File: config.mk
export PLATFORM = sky130hd
export DESIGN_NAME = ibus_dbus_mem_arbiter_flat
export DESIGN_NICKNAME = d
export VERILOG_FILES = /design/src/rtl/ibus_dbus_mem_arbiter_if.sv /design/src/rtl/ibus_dbus_mem_arbiter.sv /design/src/flat_wrapper.sv
export SDC_FILE = /design/constraint.sdc
export NUM_CORES = 1
export LEC_CHECK = 0
export ABC_AREA = 1
export CAP_MARGIN = 20
export CORE_AREA = 2 2 109 111
export DETAILED_ROUTE_END_ITERATION = 7
export DIE_AREA = 0 0 111 113
export DONT_BUFFER_PORTS = 1
export HOLD_SLACK_MARGIN = 0.03
export PLACE_DENSITY_LB_ADDON = 0.12
export SLEW_MARGIN = 20
export SYNTH_ARGS = -nofsm -noshare
export SYNTH_HDL_FRONTEND = slang
export SYNTH_SLANG_ARGS = --single-unit
export TNS_END_PERCENT = 100
File: constraint.sdc
create_clock -name clk -period 4.4 [get_ports clk]
set_input_delay 0.44 -clock clk [delete_from_list [all_inputs] [get_ports clk]]
set_output_delay 0.44 -clock clk [all_outputs]
set_load 0.02 [all_outputs]
File: src/rtl/ibus_dbus_mem_arbiter_if.sv
// Bundle of the VexRiscv simple iBus/dBus ports and the request/acknowledge memory port.
// The slave modport is the arbiter's view; the master modport is the CPU and memory side.
interface ibus_dbus_mem_arbiter_if;
    logic        iBus_cmd_valid;
    logic        iBus_cmd_ready;
    logic [31:0] iBus_cmd_payload_pc;
    logic        iBus_rsp_valid;
    logic        iBus_rsp_payload_error;
    logic [31:0] iBus_rsp_payload_inst;

    logic        dBus_cmd_valid;
    logic        dBus_cmd_ready;
    logic        dBus_cmd_payload_wr;
    logic [31:0] dBus_cmd_payload_address;
    logic [31:0] dBus_cmd_payload_data;
    logic [1:0]  dBus_cmd_payload_size;
    logic        dBus_rsp_ready;
    logic        dBus_rsp_error;
    logic [31:0] dBus_rsp_data;

    logic        mem_req;
    logic        mem_we;
    logic [31:0] mem_addr;
    logic [31:0] mem_wdata;
    logic [3:0]  mem_wmask;
    logic        mem_ack;
    logic [31:0] mem_rdata;
    logic        mem_err;

    modport slave (
        input  iBus_cmd_valid, iBus_cmd_payload_pc,
        output iBus_cmd_ready, iBus_rsp_valid, iBus_rsp_payload_error, iBus_rsp_payload_inst,
        input  dBus_cmd_valid, dBus_cmd_payload_wr, dBus_cmd_payload_address,
        input  dBus_cmd_payload_data, dBus_cmd_payload_size,
        output dBus_cmd_ready, dBus_rsp_ready, dBus_rsp_error, dBus_rsp_data,
        output mem_req, mem_we, mem_addr, mem_wdata, mem_wmask,
        input  mem_ack, mem_rdata, mem_err
    );

    modport master (
        output iBus_cmd_valid, iBus_cmd_payload_pc,
        input  iBus_cmd_ready, iBus_rsp_valid, iBus_rsp_payload_error, iBus_rsp_payload_inst,
        output dBus_cmd_valid, dBus_cmd_payload_wr, dBus_cmd_payload_address,
        output dBus_cmd_payload_data, dBus_cmd_payload_size,
        input  dBus_cmd_ready, dBus_rsp_ready, dBus_rsp_error, dBus_rsp_data,
        input  mem_req, mem_we, mem_addr, mem_wdata, mem_wmask,
        output mem_ack, mem_rdata, mem_err
    );
endinterface

File: src/rtl/ibus_dbus_mem_arbiter.sv
// Round-robin arbiter sharing one request/acknowledge memory between the iBus and dBus,
// one transaction in flight, with an optional acknowledge timeout that returns an error.
module ibus_dbus_mem_arbiter #(
    parameter int unsigned TIMEOUT_CYCLES = 255,
    parameter int unsigned CNT_W          = 8
) (
    input  logic                          clk,
    input  logic                          reset,
    ibus_dbus_mem_arbiter_if.slave        bus
);

    typedef enum logic [1:0] {
        IDLE = 2'd0,
        BUSY = 2'd1,
        RESP = 2'd2
    } state_t;

    typedef enum logic {
        GRANT_I = 1'b0,
        GRANT_D = 1'b1
    } grant_t;

    localparam bit               TIMEOUT_EN    = (TIMEOUT_CYCLES != 0);
    localparam logic [CNT_W-1:0] TIMEOUT_LIMIT = CNT_W'(TIMEOUT_CYCLES);

    function automatic logic [3:0] laneMask(input logic [1:0] size, input logic [1:0] lowAddr);
        case (size)
            2'd0:    return 4'b0001 << lowAddr;
            2'd1:    return 4'b0011 << {lowAddr[1], 1'b0};
            default: return 4'b1111;
        endcase
    endfunction

    function automatic logic isMisaligned(input logic [1:0] size, input logic [1:0] lowAddr);
        case (size)
            2'd0:    return 1'b0;
            2'd1:    return lowAddr[0];
            2'd2:    return lowAddr != 2'b00;
            default: return 1'b1;
        endcase
    endfunction

    state_t           state;
    grant_t           lastGrant;
    logic [CNT_W-1:0] cnt;
    logic             ownerIsD;
    logic             ownerWr;

    logic             grantI;
    logic             grantD;
    logic [3:0]       dMask;
    logic             dBad;
    logic [CNT_W-1:0] cntNext;
    logic             timeoutHit;
    logic             finish;

    // Grant is only offered in IDLE and never while reset is held.
    always_comb begin
        // NOTE: every output of this block gets a default first, so no path leaves one unassigned and no latch is inferred.
        grantI = 1'b0;
        grantD = 1'b0;
        if (state == IDLE && !reset) begin
            if (bus.iBus_cmd_valid && bus.dBus_cmd_valid) begin
                grantI = (lastGrant == GRANT_D);
                grantD = (lastGrant == GRANT_I);
            end else begin
                grantI = bus.iBus_cmd_valid;
                grantD = bus.dBus_cmd_valid;
            end
        end
    end

    assign bus.iBus_cmd_ready = grantI;
    assign bus.dBus_cmd_ready = grantD;

    assign dMask      = laneMask(bus.dBus_cmd_payload_size, bus.dBus_cmd_payload_address[1:0]);
    assign dBad       = isMisaligned(bus.dBus_cmd_payload_size, bus.dBus_cmd_payload_address[1:0]);
    assign cntNext    = cnt + CNT_W'(1);
    // An ack arriving on the limit cycle takes priority, so the timeout only fires without one.
    assign timeoutHit = TIMEOUT_EN && (cntNext == TIMEOUT_LIMIT);
    assign finish     = (state == BUSY) && (bus.mem_ack || timeoutHit);

    always_ff @(posedge clk) begin
        if (reset) begin
            state                      <= IDLE;
            lastGrant                  <= GRANT_D;
            cnt                        <= '0;
            ownerIsD                   <= 1'b0;
            ownerWr                    <= 1'b0;
            bus.mem_req                <= 1'b0;
            bus.mem_we                 <= 1'b0;
            bus.mem_addr               <= '0;
            bus.mem_wdata              <= '0;
            bus.mem_wmask              <= '0;
            bus.iBus_rsp_valid         <= 1'b0;
            bus.iBus_rsp_payload_error <= 1'b0;
            bus.dBus_rsp_ready         <= 1'b0;
            bus.dBus_rsp_error         <= 1'b0;
        end else begin
            // NOTE: non-blocking assignments here so every register samples the pre-edge values of the others.
            bus.iBus_rsp_valid <= 1'b0;
            bus.dBus_rsp_ready <= 1'b0;

            case (state)
                IDLE: begin
                    cnt <= '0;
                    if (grantI) begin
                        lastGrant     <= GRANT_I;
                        ownerIsD      <= 1'b0;
                        ownerWr       <= 1'b0;
                        bus.mem_req   <= 1'b1;
                        bus.mem_we    <= 1'b0;
                        bus.mem_addr  <= {bus.iBus_cmd_payload_pc[31:2], 2'b00};
                        bus.mem_wmask <= 4'b1111;
                        state         <= BUSY;
                    end else if (grantD) begin
                        lastGrant <= GRANT_D;
                        ownerIsD  <= 1'b1;
                        ownerWr   <= bus.dBus_cmd_payload_wr;
                        if (dBad) begin
                            // Misaligned loads answer with an error; misaligned stores vanish.
                            if (!bus.dBus_cmd_payload_wr) begin
                                bus.dBus_rsp_ready <= 1'b1;
                                bus.dBus_rsp_error <= 1'b1;
                                state              <= RESP;
                            end
                        end else begin
                            bus.mem_req   <= 1'b1;
                            bus.mem_we    <= bus.dBus_cmd_payload_wr;
                            bus.mem_addr  <= {bus.dBus_cmd_payload_address[31:2], 2'b00};
                            bus.mem_wdata <= bus.dBus_cmd_payload_data;
                            bus.mem_wmask <= dMask;
                            state         <= BUSY;
                        end
                    end
                end

                BUSY: begin
                    if (finish) begin
                        bus.mem_req <= 1'b0;
                        bus.mem_we  <= 1'b0;
                        state       <= RESP;
                        if (!ownerIsD) begin
                            bus.iBus_rsp_valid         <= 1'b1;
                            bus.iBus_rsp_payload_error <= bus.mem_ack ? bus.mem_err : 1'b1;
                        end else if (!ownerWr) begin
                            bus.dBus_rsp_ready <= 1'b1;
                            bus.dBus_rsp_error <= bus.mem_ack ? bus.mem_err : 1'b1;
                        end
                    end else if (TIMEOUT_EN) begin
                        cnt <= cntNext;
                    end
                end

                RESP: state <= IDLE;

                default: state <= IDLE;
            endcase
        end
    end

    // NOTE: the wide read-data payload registers carry no reset; the response pulses qualify them.
    always_ff @(posedge clk) begin
        if (!reset && state == BUSY && bus.mem_ack) begin
            if (!ownerIsD) begin
                bus.iBus_rsp_payload_inst <= bus.mem_rdata;
            end else if (!ownerWr) begin
                bus.dBus_rsp_data <= bus.mem_rdata;
            end
        end
    end

endmodule

File: src/flat_wrapper.sv
// flat-port wrapper written by rule: the top's interface ports become plain ports
module ibus_dbus_mem_arbiter_flat 
#(
    parameter int unsigned TIMEOUT_CYCLES = 255,
    parameter int unsigned CNT_W          = 8
)
  (clk, reset, bus_iBus_cmd_valid, bus_iBus_cmd_payload_pc, bus_iBus_cmd_ready, bus_iBus_rsp_valid, bus_iBus_rsp_payload_error, bus_iBus_rsp_payload_inst, bus_dBus_cmd_valid, bus_dBus_cmd_payload_wr, bus_dBus_cmd_payload_address, bus_dBus_cmd_payload_data, bus_dBus_cmd_payload_size, bus_dBus_cmd_ready, bus_dBus_rsp_ready, bus_dBus_rsp_error, bus_dBus_rsp_data, bus_mem_req, bus_mem_we, bus_mem_addr, bus_mem_wdata, bus_mem_wmask, bus_mem_ack, bus_mem_rdata, bus_mem_err);
  ibus_dbus_mem_arbiter_if bus_i ();
  input  logic clk;
  input  logic reset;
  input wire logic [$bits(bus_i.iBus_cmd_valid)-1:0] bus_iBus_cmd_valid;
  input wire logic [$bits(bus_i.iBus_cmd_payload_pc)-1:0] bus_iBus_cmd_payload_pc;
  output wire logic [$bits(bus_i.iBus_cmd_ready)-1:0] bus_iBus_cmd_ready;
  output wire logic [$bits(bus_i.iBus_rsp_valid)-1:0] bus_iBus_rsp_valid;
  output wire logic [$bits(bus_i.iBus_rsp_payload_error)-1:0] bus_iBus_rsp_payload_error;
  output wire logic [$bits(bus_i.iBus_rsp_payload_inst)-1:0] bus_iBus_rsp_payload_inst;
  input wire logic [$bits(bus_i.dBus_cmd_valid)-1:0] bus_dBus_cmd_valid;
  input wire logic [$bits(bus_i.dBus_cmd_payload_wr)-1:0] bus_dBus_cmd_payload_wr;
  input wire logic [$bits(bus_i.dBus_cmd_payload_address)-1:0] bus_dBus_cmd_payload_address;
  input wire logic [$bits(bus_i.dBus_cmd_payload_data)-1:0] bus_dBus_cmd_payload_data;
  input wire logic [$bits(bus_i.dBus_cmd_payload_size)-1:0] bus_dBus_cmd_payload_size;
  output wire logic [$bits(bus_i.dBus_cmd_ready)-1:0] bus_dBus_cmd_ready;
  output wire logic [$bits(bus_i.dBus_rsp_ready)-1:0] bus_dBus_rsp_ready;
  output wire logic [$bits(bus_i.dBus_rsp_error)-1:0] bus_dBus_rsp_error;
  output wire logic [$bits(bus_i.dBus_rsp_data)-1:0] bus_dBus_rsp_data;
  output wire logic [$bits(bus_i.mem_req)-1:0] bus_mem_req;
  output wire logic [$bits(bus_i.mem_we)-1:0] bus_mem_we;
  output wire logic [$bits(bus_i.mem_addr)-1:0] bus_mem_addr;
  output wire logic [$bits(bus_i.mem_wdata)-1:0] bus_mem_wdata;
  output wire logic [$bits(bus_i.mem_wmask)-1:0] bus_mem_wmask;
  input wire logic [$bits(bus_i.mem_ack)-1:0] bus_mem_ack;
  input wire logic [$bits(bus_i.mem_rdata)-1:0] bus_mem_rdata;
  input wire logic [$bits(bus_i.mem_err)-1:0] bus_mem_err;
  assign bus_i.iBus_cmd_valid = bus_iBus_cmd_valid;
  assign bus_i.iBus_cmd_payload_pc = bus_iBus_cmd_payload_pc;
  assign bus_iBus_cmd_ready = bus_i.iBus_cmd_ready;
  assign bus_iBus_rsp_valid = bus_i.iBus_rsp_valid;
  assign bus_iBus_rsp_payload_error = bus_i.iBus_rsp_payload_error;
  assign bus_iBus_rsp_payload_inst = bus_i.iBus_rsp_payload_inst;
  assign bus_i.dBus_cmd_valid = bus_dBus_cmd_valid;
  assign bus_i.dBus_cmd_payload_wr = bus_dBus_cmd_payload_wr;
  assign bus_i.dBus_cmd_payload_address = bus_dBus_cmd_payload_address;
  assign bus_i.dBus_cmd_payload_data = bus_dBus_cmd_payload_data;
  assign bus_i.dBus_cmd_payload_size = bus_dBus_cmd_payload_size;
  assign bus_dBus_cmd_ready = bus_i.dBus_cmd_ready;
  assign bus_dBus_rsp_ready = bus_i.dBus_rsp_ready;
  assign bus_dBus_rsp_error = bus_i.dBus_rsp_error;
  assign bus_dBus_rsp_data = bus_i.dBus_rsp_data;
  assign bus_mem_req = bus_i.mem_req;
  assign bus_mem_we = bus_i.mem_we;
  assign bus_mem_addr = bus_i.mem_addr;
  assign bus_mem_wdata = bus_i.mem_wdata;
  assign bus_mem_wmask = bus_i.mem_wmask;
  assign bus_i.mem_ack = bus_mem_ack;
  assign bus_i.mem_rdata = bus_mem_rdata;
  assign bus_i.mem_err = bus_mem_err;
  ibus_dbus_mem_arbiter #(.TIMEOUT_CYCLES(TIMEOUT_CYCLES), .CNT_W(CNT_W)) u_core (.clk(clk), .reset(reset), .bus(bus_i));
endmodule
# Word level (Yosys, flattened, before mapping)
# Cells that the tools add are included.
# word_totals
register_bits	151
out_inout_bits	140
elab_cells	116
# op_classes
n_addsub	1
n_eq_ne	16
shift	2
n_mux	51
n_bitwise	7
n_reduce_logical	23
# ops
op	count
$mux W32	3
$mux W1	31
$pmux W8 S2	1
$mux W4	3
$ne A2 B2 Y1 const B	6
$reduce_and A3 Y1	4
$mux W2	5
$add A8 B1 Y8 const B	1
$eq A8 B8 Y1 const B	1
$mux W8	1
$pmux W1 S2	4
$pmux W4 S2	1
$reduce_and A4 Y1	2
$reduce_and A8 Y1	1
$not A1 Y1	7
$ne A2 B1 Y1 const B	3
$ne A3 B3 Y1 const B	2
$reduce_and A2 Y1	3
$reduce_bool A2 Y1	3
$logic_and A1 B1 Y1	5
$eq A2 B1 Y1 const B	2
$logic_not A2 Y1	2
$ne A4 B4 Y1 const B	1
$pmux W2 S2	1
7 further kinds	7

# Logic depth before layout (Yosys ltp)
# Gate-level depths: netlist of the first run.
# logic_depth
word_depth	6
mapped_depth	12
mapped_depth_nobuf	12

# Least setup slack after synthesis of the first run
# No wires, ideal clock.
# synth_timing
kind	input to register
from	input bus_mem_ack
to	register u_core.bus.iBus_rsp_payload_inst[0] (enable)
setup_ns	0.501
t_arrival_ns	3.885
required_ns	3.899
slack_ns	0.014
stages	3
cell_sequence	inv_1 > buf_1 > nor4_1
# synth_via
elab_chain_len	2
# synth_lines
item	line	source
start: declaration	flat_wrapper.sv:31	input wire logic [$bits(bus_i.mem_ack)-1:0] bus_mem_ack;
$logic_and A1 B1 Y1	ibus_dbus_mem_arbiter.sv:164	if (!reset && state == BUSY && bus.mem_ack) begin
$reduce_and A2 Y1 (no source line)	n/a	
end signal: assignment	ibus_dbus_mem_arbiter.sv:166	bus.iBus_rsp_payload_inst <= bus.mem_rdata;
end: declaration	ibus_dbus_mem_arbiter_if.sv:32	output iBus_cmd_ready, iBus_rsp_valid, iBus_rsp_payload_error, iBus_rsp_payload_inst,
# Every way passes these cells.
# A chain may end at the register's enable or synchronous reset.

# Worst setup path after layout of the first run
# layout_timing
from	register u_core.state[0]
to	register u_core.bus.mem_addr[31]
# layout_via
elab_chain_len	5
# layout_lines
item	line	source
start: declaration	ibus_dbus_mem_arbiter.sv:43	state_t state;
start signal: assignment	ibus_dbus_mem_arbiter.sv:85	state <= IDLE;
start signal: assignment	ibus_dbus_mem_arbiter.sv:115	state <= BUSY;
start signal: assignment	ibus_dbus_mem_arbiter.sv:125	state <= RESP;
$logic_not A2 Y1 *	ibus_dbus_mem_arbiter.sv:62	if (state == IDLE && !reset) begin
$logic_and A1 B1 Y1 *	ibus_dbus_mem_arbiter.sv:62	
$mux W1 *	ibus_dbus_mem_arbiter.sv:62	
net bus_iBus_cmd_ready	flat_wrapper.sv:13	output wire logic [$bits(bus_i.iBus_cmd_ready)-1:0] bus_iBus_cmd_ready;
$ne A2 B2 Y1 (no source line) / $reduce_bool A2 Y1 (equally long branches)	n/a	
$reduce_and A3 Y1 (no source line)	n/a	
end signal: assignment	ibus_dbus_mem_arbiter.sv:113	bus.mem_addr <= {bus.iBus_cmd_payload_pc[31:2], 2'b00};
end signal: assignment	ibus_dbus_mem_arbiter.sv:130	bus.mem_addr <= {bus.dBus_cmd_payload_address[31:2], 2'b00};
end: declaration	ibus_dbus_mem_arbiter_if.sv:36	output mem_req, mem_we, mem_addr, mem_wdata, mem_wmask,
# The timed path passes the listed nets; every way through them passes the cells marked *.

==> results of run 1 <==
## cell type report
cell class / instances / area (um^2) / share of cell area [%]
well taps: 143 / 179 / 2.80
clock buffers: 18 / 429 / 6.72
repair buffers: 5 / 37.5 / 0.588
clock inverters: 13 / 279 / 4.37
flip-flops and latches: 149 / 3620 / 56.7
multi-input cells: 343 / 1730 / 27.1
inverters: 29 / 109 / 1.70
## power groups by stage
stage	combinational, uW	clock (uW)	sequential [uW]
finish	163	1720	1590
global placement	156	0	1620
global route	186	1800	1600
CTS	163	1740	1590
detailed placement	163	0	1620
floorplan	147	0	1610
## cell usage in the layout, fill, tap and decap left out, types with 3 or more instances in the layout
master,count
sky130_fd_sc_hd__nand3_1,39
sky130_fd_sc_hd__dfxtp_1,85
sky130_fd_sc_hd__nand3_2,7
sky130_fd_sc_hd__nor3_1,3
sky130_fd_sc_hd__edfxtp_1,64
sky130_fd_sc_hd__inv_1,22
sky130_fd_sc_hd__a21oi_2,8
sky130_fd_sc_hd__clkbuf_16,17
sky130_fd_sc_hd__a21oi_1,42
sky130_fd_sc_hd__bufinv_16,8
sky130_fd_sc_hd__clkinv_1,3
sky130_fd_sc_hd__nor2_1,21
sky130_fd_sc_hd__a211oi_1,4
sky130_fd_sc_hd__buf_4,5
sky130_fd_sc_hd__clkinv_4,3
sky130_fd_sc_hd__o21ai_0,6
sky130_fd_sc_hd__nand4_1,9
sky130_fd_sc_hd__a31oi_1,30
sky130_fd_sc_hd__o21ai_1,30
sky130_fd_sc_hd__nand2_1,126
sky130_fd_sc_hd__inv_2,4
## per-layer routing
| metal | part of all wire (%) | routed length [um] | GRT usage, % | vias to the layer above |
|---|---|---|---|---|
| met5 | 0 | 0 | 0 | - |
| met4 | 2.4 | 291 | 9.50 | 0 |
| met3 | 8.8 | 1090 | 7.82 | 22 |
| met2 | 51 | 6210 | 32.8 | 185 |
| met1 | 38 | 4680 | 20.5 | 1809 |
| li1 | - | - | - | 1913 |
## flip-flops by register name, summed over array words and instances (netlist names)
signal,cells
u_core.bus.mem_we,1
u_core.bus.dBus_rsp_error,1
u_core.state,2
u_core.ownerWr,1
u_core.bus.iBus_rsp_payload_error,1
u_core.ownerIsD,1
u_core.bus.dBus_rsp_ready,1
u_core.lastGrant,1
u_core.bus.iBus_rsp_valid,1
u_core.bus.mem_addr,30
u_core.bus.dBus_rsp_data,32
u_core.cnt,8
u_core.bus.iBus_rsp_payload_inst,32
u_core.bus.mem_wdata,32
u_core.bus.mem_wmask,4
u_core.bus.mem_req,1
## synth_stat cells, drive strengths merged
cell and n:
inv 26, clkbuf 22, nand3 47, nand2 129
nor4 1, clkinv 3, a31oi 30, a21oi 50
a211oi 4, o21ai 37, buf 14, o21a 1
ha 2, conb 1, dfxtp 85, nor2 23
o2111ai 1, edfxtp 64, nand4 9, nor3 4
o21bai 3
## logic make-up (layout without fill, tap and decap cells)
logic type,after synthesis,in the layout,share of synthesized area (%)
adders and majority gates,2,2,0.446
other,1,2,0.0668
and+or+nand+nor,213,213,17.0
AOI/OAI and AO/OA,126,126,13.0
DFF,149,149,64.5
buffers and inverters,65,65,4.95
## critical path: stages, from the launching register on
cell and delay [ns]:
sky130_fd_sc_hd__dfxtp_1 0.30, sky130_fd_sc_hd__clkinv_1 0.04, sky130_fd_sc_hd__nand2_1 0.35, sky130_fd_sc_hd__nor2_1 0.26
sky130_fd_sc_hd__nand2_1 0.11, sky130_fd_sc_hd__inv_2 0.46, sky130_fd_sc_hd__a21oi_2 0.13, sky130_fd_sc_hd__inv_2 0.70
sky130_fd_sc_hd__o21ai_0 0.19, sky130_fd_sc_hd__a31oi_1 0.21
## worst max-delay path by stage
stage                         start                                   to  slack [ns]  depth (start not counted)
global placement    u_core.state[0]              u_core.bus.mem_wmask[1]        1.44                          9
CTS                 u_core.state[0]              u_core.bus.mem_wmask[3]        1.35                          9
floorplan               bus_mem_ack  u_core.bus.iBus_rsp_payload_inst[0]        0.01                          3
detailed placement  u_core.state[0]              u_core.bus.mem_wmask[3]        1.37                          9
finish              u_core.state[0]              u_core.bus.mem_addr[31]        1.54                          9
global route        u_core.state[0]              u_core.bus.mem_addr[31]        1.21                          9
## metrics by stage
stage | instance area (um^2) | power [uW] | util [%] | instances
2_1_floorplan | 5620 | 1760 | - | 557
3_3_place_gp | 5680 | 1780 | 50.4 | 669
3_5_place_dp | 5680 | 1780 | 50.4 | 669
4_1_cts | 6390 | 3500 | 56.7 | 700
5_1_grt | 6390 | 3580 | 56.7 | 700
6_report | 6390 | 3470 | 56.7 | 700
==> results.env, run 1 <==
NETLIST_TOP_CELLS_AREA='sky130_fd_sc_hd__edfxtp_1 34%, sky130_fd_sc_hd__dfxtp_1 30%, sky130_fd_sc_hd__nand2_1 8.5%, sky130_fd_sc_hd__a21oi_1 3.7%, sky130_fd_sc_hd__nand3_1 3.5%'
SYN_INST=556
SW_FRAC_OF_TOTAL_PCT=21.6
CLOCK_INSERTION_DELAY_AT_THE_LATER_PIN_OF_THE_SKEW_REPORT_NS=0.42
POWER_DENSITY_nW_PER_UM2=543
NUMPORTBUFFERS=0
SYNTHESIS.AREA_PER_INSTANCE_UM2=10.1
NETLIST.AREA_LEADER.SHARE_PCT=34.2
STD_CELL_ROWS=39
REPORT.FINAL.SLEW_VIOL_COUNT=0
WORST_HOLD_PATH.NUM_CELLS=1
NUMCTSBUFFERS=17
SLEW_HEADROOM_PCT=32.1
POST_SYNTHESIS_SEQUENTIAL_ELEMENT_COUNT=149
HOLD_END='u_core.cnt[4]'
SLACK_OF_THE_WORST_REG_TO_REG_PATH_NS=1.54
FLOORPLAN_CORE_AREA_UM2=11300
YOSYSWARNINGCOUNT=0
GRT_OVERFLOW_TOTAL=0
IO-PIN-COUNT=277
AREAGROWTHSYNTHTOFINISH_PCT=13.8
CTS.SINK_COUNT=149
REG2REG_DEPTH=9
FINALWORSTSETUPSLACK_NS=1.54
CTS-RESIZED-GATES=0
NUMBER_OF_DETAILED_ROUTING_ITERATIONS_RUN_BEFORE_ANTENNA_REPAIR=4
CTS_HOLD_BUFFERS=0
SETUP_VIOL_COUNT_FINAL=0
FINAL.FILL_COUNT=986
DRIVE_ABOVE_1_SHARE_PCT=11.5
POWER.IR.VDD_WORST_V=0.000438
DRT_ITER0_DRC=223
ANTENNA_VIOLATING_NETS_POST_ROUTE=0
MAX_FREQ_MHz=349
RSZ0062_AT_GRT='false'
P_LEAK_uW=0.00225
P_INT_uW=2720
POST_CTS.REPAIR.SETUP_BUFFERS=0
REG2REG_LAUNCH_POINT='u_core.state[0]'
TNS_NS=0
CLK_PIN_SLEW_WORST_PATHS_NS=0.06
DIE_WIDTH_UM=111
INITIAL_UTILIZATION_PCT=49.8
STATUS='finished, final reports clean'
MAX-CAP-VIOLATIONS=0
SYNTH_LARGEST_AREA_CELL='sky130_fd_sc_hd__edfxtp_1'
WORSTPATHREQUIRED_NS=4.74
CRITICAL_PATH.REG2REG.ENDPOINT='u_core.bus.mem_addr[31]'
YOSYSSEQAREASHARE_PCT=64.5
FIN_CRIT_SH_PCT=65.0
CHIPHEIGHT_UM=113
WORST_HOLD_PATH_TYPE='primary input to flip-flop'
TIMING.FINAL.CRIT_PERIOD_NS=2.86
NUM_VIAS=3929
SEQUENTIALPOWERSHARE_PCT=45.9
FIN_WORST_SKEW_NS=0.00443
CRIT_PATH_START_KIND='flip-flop'
POSTROUTEWIRELENGTH_UM=12300
GRT_PASS1_WL_UM=18800
HPWL_UM=8370
ANTENNA-DIODE-COUNT=0
CLOCK_PATH_BUFFERS=2
NNETSFINAL=684
TIMING.SETUP.CRITICAL_PATH_CLASS='flip-flop to flip-flop'
POWER_SWITCHING_uW=751
CLKPWRFRAC_PCT=49.4
CLOCK_ROOT_BUFFER_MASTER='sky130_fd_sc_hd__clkbuf_16'
PLACE_WORST_SETUP_SLACK_NS=1.37
NETLIST_AREA_UM2=5620
VIAS_PER_CELL=5.61
YS_TYPES=35
HTREEDEPTH=4
CRITICAL_PATH.ENDPOINT_TYPE='flip-flop'
WORST_HOLD_STARTPOINT='reset'
WORSTMARGINPINSLEW_NS=1.02
ANTENNA_FOUND_INITIAL=0
TRITONCTS='done'
DIEAREA_UM2=12500
GRT_START_MAX_NET_PINS=65
GP_ROUTABILITY_CONGESTION=0.751
DRC=0
POWER.SHARE.COMBINATIONAL_PCT=4.7
CP_DATA_ARRIVAL_TIME_NS=3.20
WL_PER_CELL_UM=17.5
VIAS_IN_THE_FIRST_GLOBAL_ROUTE=3709
FIN_WORST_HOLD_SLACK_NS=0.0891
CRITICAL_PATH.MAX_FANOUT=64
TIMING_HOLD_VIOLATIONS_FINAL=0
GR-USAGE-ALL-LAYERS_PCT=19.1
Power figures use the tool's default switching activity.
==> inputs of run 2 (changes only) <==
clock period = 2.4 ns   (was 4.4 ns; I/O delays follow)
==> run 2 against run 1 <==
Effect of this change: clock power is 53% higher; highest routed layer unchanged; core utilization increased by 11 points; critical endpoint is now u_core.bus.mem_addr[3]; global-route usage grew 2.7 points; die area stayed put; sequential cell count did not move; hold slack worse by 0.014 ns; largest cell class unchanged; first-iteration DRC count grew 2.7%; sequential power increased by 84%; combinational power grew to 3.4 times the previous value; register-to-register slack worse by 1.4 ns; final cell count rose by 19%; count of clock-buffer cells in the layout decreased by 1.
==> results.env, run 2 (synthesis results as in run 1) <==
STATUS='finished, final reports clean'
P_LEAK_uW=0.00284
STD_CELL_ROWS=39
GRT_OVERFLOW_TOTAL=0
CLKPWRFRAC_PCT=43.1
DIE_WIDTH_UM=111
WORSTPATHREQUIRED_NS=2.69
DRC=0
WORST_HOLD_PATH_TYPE='primary input to flip-flop'
SETUP_VIOL_COUNT_FINAL=0
CHIPHEIGHT_UM=113
TIMING.FINAL.CRIT_PERIOD_NS=2.24
REPORT.FINAL.SLEW_VIOL_COUNT=0
POWER.SHARE.COMBINATIONAL_PCT=9.0
TRITONCTS='done'
FIN_WORST_HOLD_SLACK_NS=0.0753
CRIT_PATH_TOP_DELAY_CELL='sky130_fd_sc_hd__dlygate4sd3_1'
FIN_CRIT_SH_PCT=93.2
VIAS_IN_THE_FIRST_GLOBAL_ROUTE=4421
ANTENNA_VIOLATING_NETS_POST_ROUTE=0
MAX_FREQ_MHz=447
RSZ0062_AT_GRT='false'
DIEAREA_UM2=12500
AREAGROWTHSYNTHTOFINISH_PCT=35.9
CRITICAL_PATH.TOP_DELAY_FAMILY='buffers and inverters'
SLOWEST_DELAY_NS=0.58
TIMING.SETUP.CRITICAL_PATH_CLASS='flip-flop to flip-flop'
CLK_PIN_SLEW_WORST_PATHS_NS=0.06
NUMPORTBUFFERS=0
INITIAL_UTILIZATION_PCT=49.8
ANTENNA-DIODE-COUNT=0
POWER_SWITCHING_uW=1520
CLOCK_PATH_BUFFERS=2
WORST-PATH-BUF-INV=5
POWER.IR.VDD_WORST_V=0.000440
SW_FRAC_OF_TOTAL_PCT=25.0
SEQUENTIALPOWERSHARE_PCT=47.9
CRIT_PATH_START_KIND='flip-flop'
NUMCTSBUFFERS=17
WL_PER_CELL_UM=16.4
MOST_COMMON_CELL_AFTER_LAYOUT_FILL_AND_TAPS_ASIDE='sky130_fd_sc_hd__nand2_1'
FIN_WORST_SKEW_NS=0.0109
CTS.SINK_COUNT=149
ANTENNA_FOUND_INITIAL=0
CRITICAL_PATH.CELL_CHAIN='clkinv_1 > nand2_1 > nor2_1 > nand2_1 > inv_2 > a21oi_4 > inv_2 > buf_12 > o21ai_0 > a31oi_1 > dlygate4sd3_1'
NUM_VIAS=4493
IO-PIN-COUNT=277
CLOCK_INSERTION_DELAY_AT_THE_LATER_PIN_OF_THE_SKEW_REPORT_NS=0.41
DRIVE_ABOVE_1_SHARE_PCT=10.4
HTREEDEPTH=4
MOST-COMMON-LAYOUT-CELLS='127 x sky130_fd_sc_hd__nand2_1, 126 x sky130_fd_sc_hd__dlygate4sd3_1, 85 x sky130_fd_sc_hd__dfxtp_1'
TIMING_HOLD_VIOLATIONS_FINAL=0
CP_DATA_ARRIVAL_TIME_NS=2.53
CRITICAL_PATH.MAX_FANOUT=64
FINAL.FILL_COUNT=835
CRITICAL_PATH.ENDPOINT_TYPE='flip-flop'
MAX-CAP-VIOLATIONS=0
GRT_PASS1_WL_UM=21900
TOTAL_POWER_uW=6100
TNS_NS=0
INSTANCES_NO_FILL=834
VIAS_PER_CELL=5.39
NUMBER_OF_DETAILED_ROUTING_ITERATIONS_RUN_BEFORE_ANTENNA_REPAIR=5
CLOCK_ROOT_BUFFER_MASTER='sky130_fd_sc_hd__clkbuf_16'
PLACE_INST=675
NNETSFINAL=817
WORSTMARGINPINSLEW_NS=0.533
POWER_DENSITY_nW_PER_UM2=799
GR-USAGE-ALL-LAYERS_PCT=21.8
GP_ROUTABILITY_CONGESTION=0.755
DRT_ITER0_DRC=229
SLEW_HEADROOM_PCT=64.4
GRT_START_MAX_NET_PINS=65
FLOORPLAN_CORE_AREA_UM2=11300
TOP_FLOP_REGS='u_core.bus.dBus_rsp_data (32), u_core.bus.iBus_rsp_payload_inst (32), u_core.bus.mem_wdata (32)'
P_INT_uW=4570
POSTROUTEWIRELENGTH_UM=13700
HPWL_UM=8370
[run 2: cell types whose count changed in the layout (fill, tap and decap cells not counted), sizes merged]
cell and delta:
buf +7, bufinv -6, clkinvlp +1, inv +8
clkbuf -1, dlygate4sd3 +126, clkinv -1
[run 2: cell type report]
| type | count | area (um^2) | area share (%) |
|---|---|---|---|
| Multi-Input combinational cell | 343 | 1750 | 23.0 |
| Clock inverter | 15 | 166 | 2.18 |
| Sequential cell | 149 | 3620 | 47.5 |
| Timing Repair Buffer | 138 | 1380 | 18.0 |
| Inverter | 29 | 109 | 1.43 |
| Clock buffer | 17 | 425 | 5.57 |
| Tap cell | 143 | 179 | 2.34 |
[run 2: power by group through the flow]
stage	registers [uW]	clock network [uW]	logic, uW
floorplan	2950	0	273
global placement	2970	0	306
detailed placement	2970	0	316
CTS	2920	2670	535
global route	2930	2780	608
finish	2920	2630	548
[run 2: what timing repair did]
item,CTS,global route
hold endpoints to repair,144,0
setup endpoints to repair,0,9
setup buffers,0,0
resized for setup,0,1
hold buffers,127,0
[run 2: worst min-delay path: cells and delay by family]
kind / cells / cell delay (ns)
buffers and inverters: 1 / 0.03
AOI/OAI and AO/OA: 1 / 0.05
and+or+nand+nor: 2 / 0.12
[run 2: final timing paths]
kind | slack (ns) | start | end | depth (start not counted)
worst max-delay path | 0.16 | u_core.state[0] | u_core.bus.mem_addr[3] | 11
worst min-delay path | 0.08 | bus_dBus_cmd_payload_wr | u_core.ownerWr | 4
worst max register to register | 0.16 | u_core.state[0] | u_core.bus.mem_addr[3] | 11
worst min register to register | 0.49 | u_core.cnt[7] | u_core.cnt[7] | 2
[run 2: metrics by stage]
step	worst slack (ns)	utilization [%]	area (um^2)
after floorplan	0.182	-	5650
after global placement	0.582	51.0	5750
after detailed placement	0.500	51.0	5750
after CTS	0.162	67.6	7620
after global routing	0.0196	67.7	7630
final	0.163	67.7	7630
[run 2: routing by layer]
layer | wire [um] | global-route usage [%] | vias up
li1 | - | - | 2177
met1 | 5430 | 25.4 | 2082
met2 | 7010 | 38.1 | 214
met3 | 1030 | 6.75 | 20
met4 | 217 | 8.33 | 0
met5 | 0 | 0 | -
==> inputs of run 3 (changes only) <==
PLACE_DENSITY = 0.76   (was not set)
PLACE_DENSITY_LB_ADDON = not set   (was 0.12)
==> run 3 against run 2 <==
Effect of this change: clock skew increased by 0.0018 ns; highest routed layer unchanged; critical endpoint is now u_core.bus.mem_addr[31]; critical path type unchanged; combinational power increased by 6.0%; power increased by 3.6%; count of clock-buffer cells in the layout increased by 5.
==> results.env, run 3 (synthesis results as in run 1) <==
STATUS='finished, final reports clean'
WORST_HOLD_PATH_TYPE='primary input to flip-flop'
CRITICAL_PATH.ENDPOINT_TYPE='flip-flop'
GP_ROUTABILITY_CONGESTION=0.795
CRITICAL_PATH.REG2REG.ENDPOINT='u_core.bus.mem_addr[31]'
DRT_ITER0_DRC=459
HPWL_UM=9030
IO-PIN-COUNT=277
WL_PER_CELL_UM=19.4
POSTROUTEWIRELENGTH_UM=16200
TNS_NS=0
HTREEDEPTH=4
VIAS_IN_THE_FIRST_GLOBAL_ROUTE=4844
DIE_WIDTH_UM=111
HOLD_END='u_core.bus.mem_wmask[1]'
REG2REG_DEPTH=11
FINALWORSTSETUPSLACK_NS=0.177
NNETSFINAL=818
CTS.SINK_COUNT=149
PLACE_WORST_SETUP_SLACK_NS=0.548
WORSTPATHREQUIRED_NS=2.69
MAX_FREQ_MHz=450
MULTI_INPUT_COMB_AREA_UM2=1750
CELL_AREA_PLACED_UM2=5750
CLOCK_INSERTION_DELAY_AT_THE_LATER_PIN_OF_THE_SKEW_REPORT_NS=0.41
POST_CTS.REPAIR.SETUP_BUFFERS=0
STD_CELL_ROWS=39
NUMPORTBUFFERS=0
P_LEAK_uW=0.00287
GRT_PASS1_WL_UM=24600
MET3ROUTEDLENGTH_UM=1500
FINAL.FILL_COUNT=771
FLOORPLAN_CORE_AREA_UM2=11300
DIEAREA_UM2=12500
DESIGN_AREA_FINAL_UM2=7700
CRIT_PATH_START_KIND='flip-flop'
POWER_DENSITY_nW_PER_UM2=820
SLACK_OF_THE_WORST_REG_TO_REG_PATH_NS=0.18
CLOCK_PATH_BUFFERS=2
TOP_FLOP_REGS='u_core.bus.dBus_rsp_data (32), u_core.bus.iBus_rsp_payload_inst (32), u_core.bus.mem_wdata (32)'
WORST_HOLD_STARTPOINT='bus_dBus_cmd_payload_address[1]'
TOP_LAYER_USED='met4'
GRT_START_MAX_NET_PINS=65
CRIT_START='u_core.state[0]'
TIMING_HOLD_VIOLATIONS_FINAL=0
DETAIL_ROUTE.WIRELENGTH.MET1_UM=5810
POST-ROUTE-UTIL_PCT=68.3
REGISTER_AREA_UM2=3620
NUM_VIAS=4828
TRITONCTS='done'
SLEW_HEADROOM_PCT=63.5
TIMING.FINAL.CRIT_PERIOD_NS=2.22
CLK_PIN_SLEW_WORST_PATHS_NS=0.06
GR-USAGE-ALL-LAYERS_PCT=24.9
REG2REG_LAUNCH_POINT='u_core.state[0]'
AREAGROWTHSYNTHTOFINISH_PCT=37.2
DETAILROUTE.WIRELENGTH.MET2_UM=8270
WORST_HOLD_PATH.NUM_CELLS=3
DRC=0
WORSTMARGINPINSLEW_NS=0.547
SETUP_VIOL_COUNT_FINAL=0
FIN_WORST_SKEW_NS=0.0126
ANTENNA_FOUND_INITIAL=1
REPORT.FINAL.SLEW_VIOL_COUNT=0
VIAS_PER_CELL=5.78
CLOCK_ROOT_BUFFER_MASTER='sky130_fd_sc_hd__clkbuf_16'
MAX-CAP-VIOLATIONS=0
INITIAL_UTILIZATION_PCT=49.8
FIN_CRIT_SH_PCT=92.6
ANTENNA_VIOLATING_NETS_POST_ROUTE=0
NUMCTSBUFFERS=17
CHIPHEIGHT_UM=113
TIMING.SETUP.CRITICAL_PATH_CLASS='flip-flop to flip-flop'
MOST_COMMON_CELL_AFTER_LAYOUT_FILL_AND_TAPS_ASIDE='sky130_fd_sc_hd__nand2_1'
CRITICAL_PATH.MAX_FANOUT=32
CP_DATA_ARRIVAL_TIME_NS=2.51
RSZ0062_AT_GRT='false'
GRT_OVERFLOW_TOTAL=0
MOST-COMMON-LAYOUT-CELLS='127 x sky130_fd_sc_hd__nand2_1, 126 x sky130_fd_sc_hd__dlygate4sd3_1, 85 x sky130_fd_sc_hd__dfxtp_1'
NUMBER_OF_DETAILED_ROUTING_ITERATIONS_RUN_BEFORE_ANTENNA_REPAIR=6
POWER.IR.VDD_WORST_V=0.000436
DRIVE_ABOVE_1_SHARE_PCT=10.1
==> run 3: report_power, final <==
part | total [uW] | internal, uW | switching (uW)
registers | 2920 | 2740 | 182
logic | 581 | 280 | 301
clock network | 2810 | 1790 | 1020
==> run 3: how the worst max path moves through the flow <==
| stage | endpoint | depth (start not counted) | slack (ns) |
|---|---|---|---|
| after detailed placement | u_core.bus.dBus_rsp_error | 10 | 0.55 |
| after global placement | u_core.bus.dBus_rsp_error | 10 | 0.61 |
| after global routing | u_core.bus.mem_addr[25] | 11 | 0.03 |
| final | u_core.bus.mem_addr[31] | 11 | 0.18 |
| after CTS | u_core.bus.mem_addr[7] | 11 | 0.21 |
| after floorplan | u_core.bus.iBus_rsp_payload_inst[0] | 4 | 0.18 |
==> run 3: stage by stage <==
| stage | power [uW] | hold WS, ns | std cells |
|---|---|---|---|
| after floorplan | 3220 | 0.339 | 557 |
| after global placement | 3270 | 0.314 | 675 |
| after detailed placement | 3290 | 0.318 | 675 |
| after CTS | 6290 | 0.0508 | 834 |
| after global routing | 6510 | 0.0893 | 836 |
| final | 6310 | 0.0685 | 836 |
==> run 3: what timing repair did <==
item	4_1_cts	5_1_grt
hold buffers	127	0
endpoints found under the setup margin	0	4
hold endpoints to repair	144	0
resized for setup	0	2
==> run 3: critical path: stages (launching register included) <==
cell                            delay [ns]
sky130_fd_sc_hd__dfxtp_1              0.33
sky130_fd_sc_hd__clkinv_1             0.07
sky130_fd_sc_hd__nand2_1              0.09
sky130_fd_sc_hd__nor2_1               0.06
sky130_fd_sc_hd__nand2_1              0.14
sky130_fd_sc_hd__inv_2                0.09
sky130_fd_sc_hd__a21oi_4              0.21
sky130_fd_sc_hd__inv_2                0.10
sky130_fd_sc_hd__buf_12               0.17
sky130_fd_sc_hd__o21ai_1              0.19
sky130_fd_sc_hd__a31oi_1              0.07
sky130_fd_sc_hd__dlygate4sd3_1        0.57
==> run 3: layout make-up <==
class / count / area share [%]
Multi-Input combinational cell: 343 / 22.7
Sequential cell: 149 / 47.0
Inverter: 29 / 1.41
Tap cell: 143 / 2.32
Timing Repair Buffer: 139 / 18.2
Clock inverter: 10 / 1.82
Clock buffer: 22 / 6.45
Antenna cell: 1 / 0.0325
==> run 3: metal layers <==
layer / up-vias / track usage [%]
li1: 2177 / -
met1: 2237 / 26.3
met2: 348 / 43.6
met3: 66 / 8.89
met4: 0 / 13.4
met5: - / 0
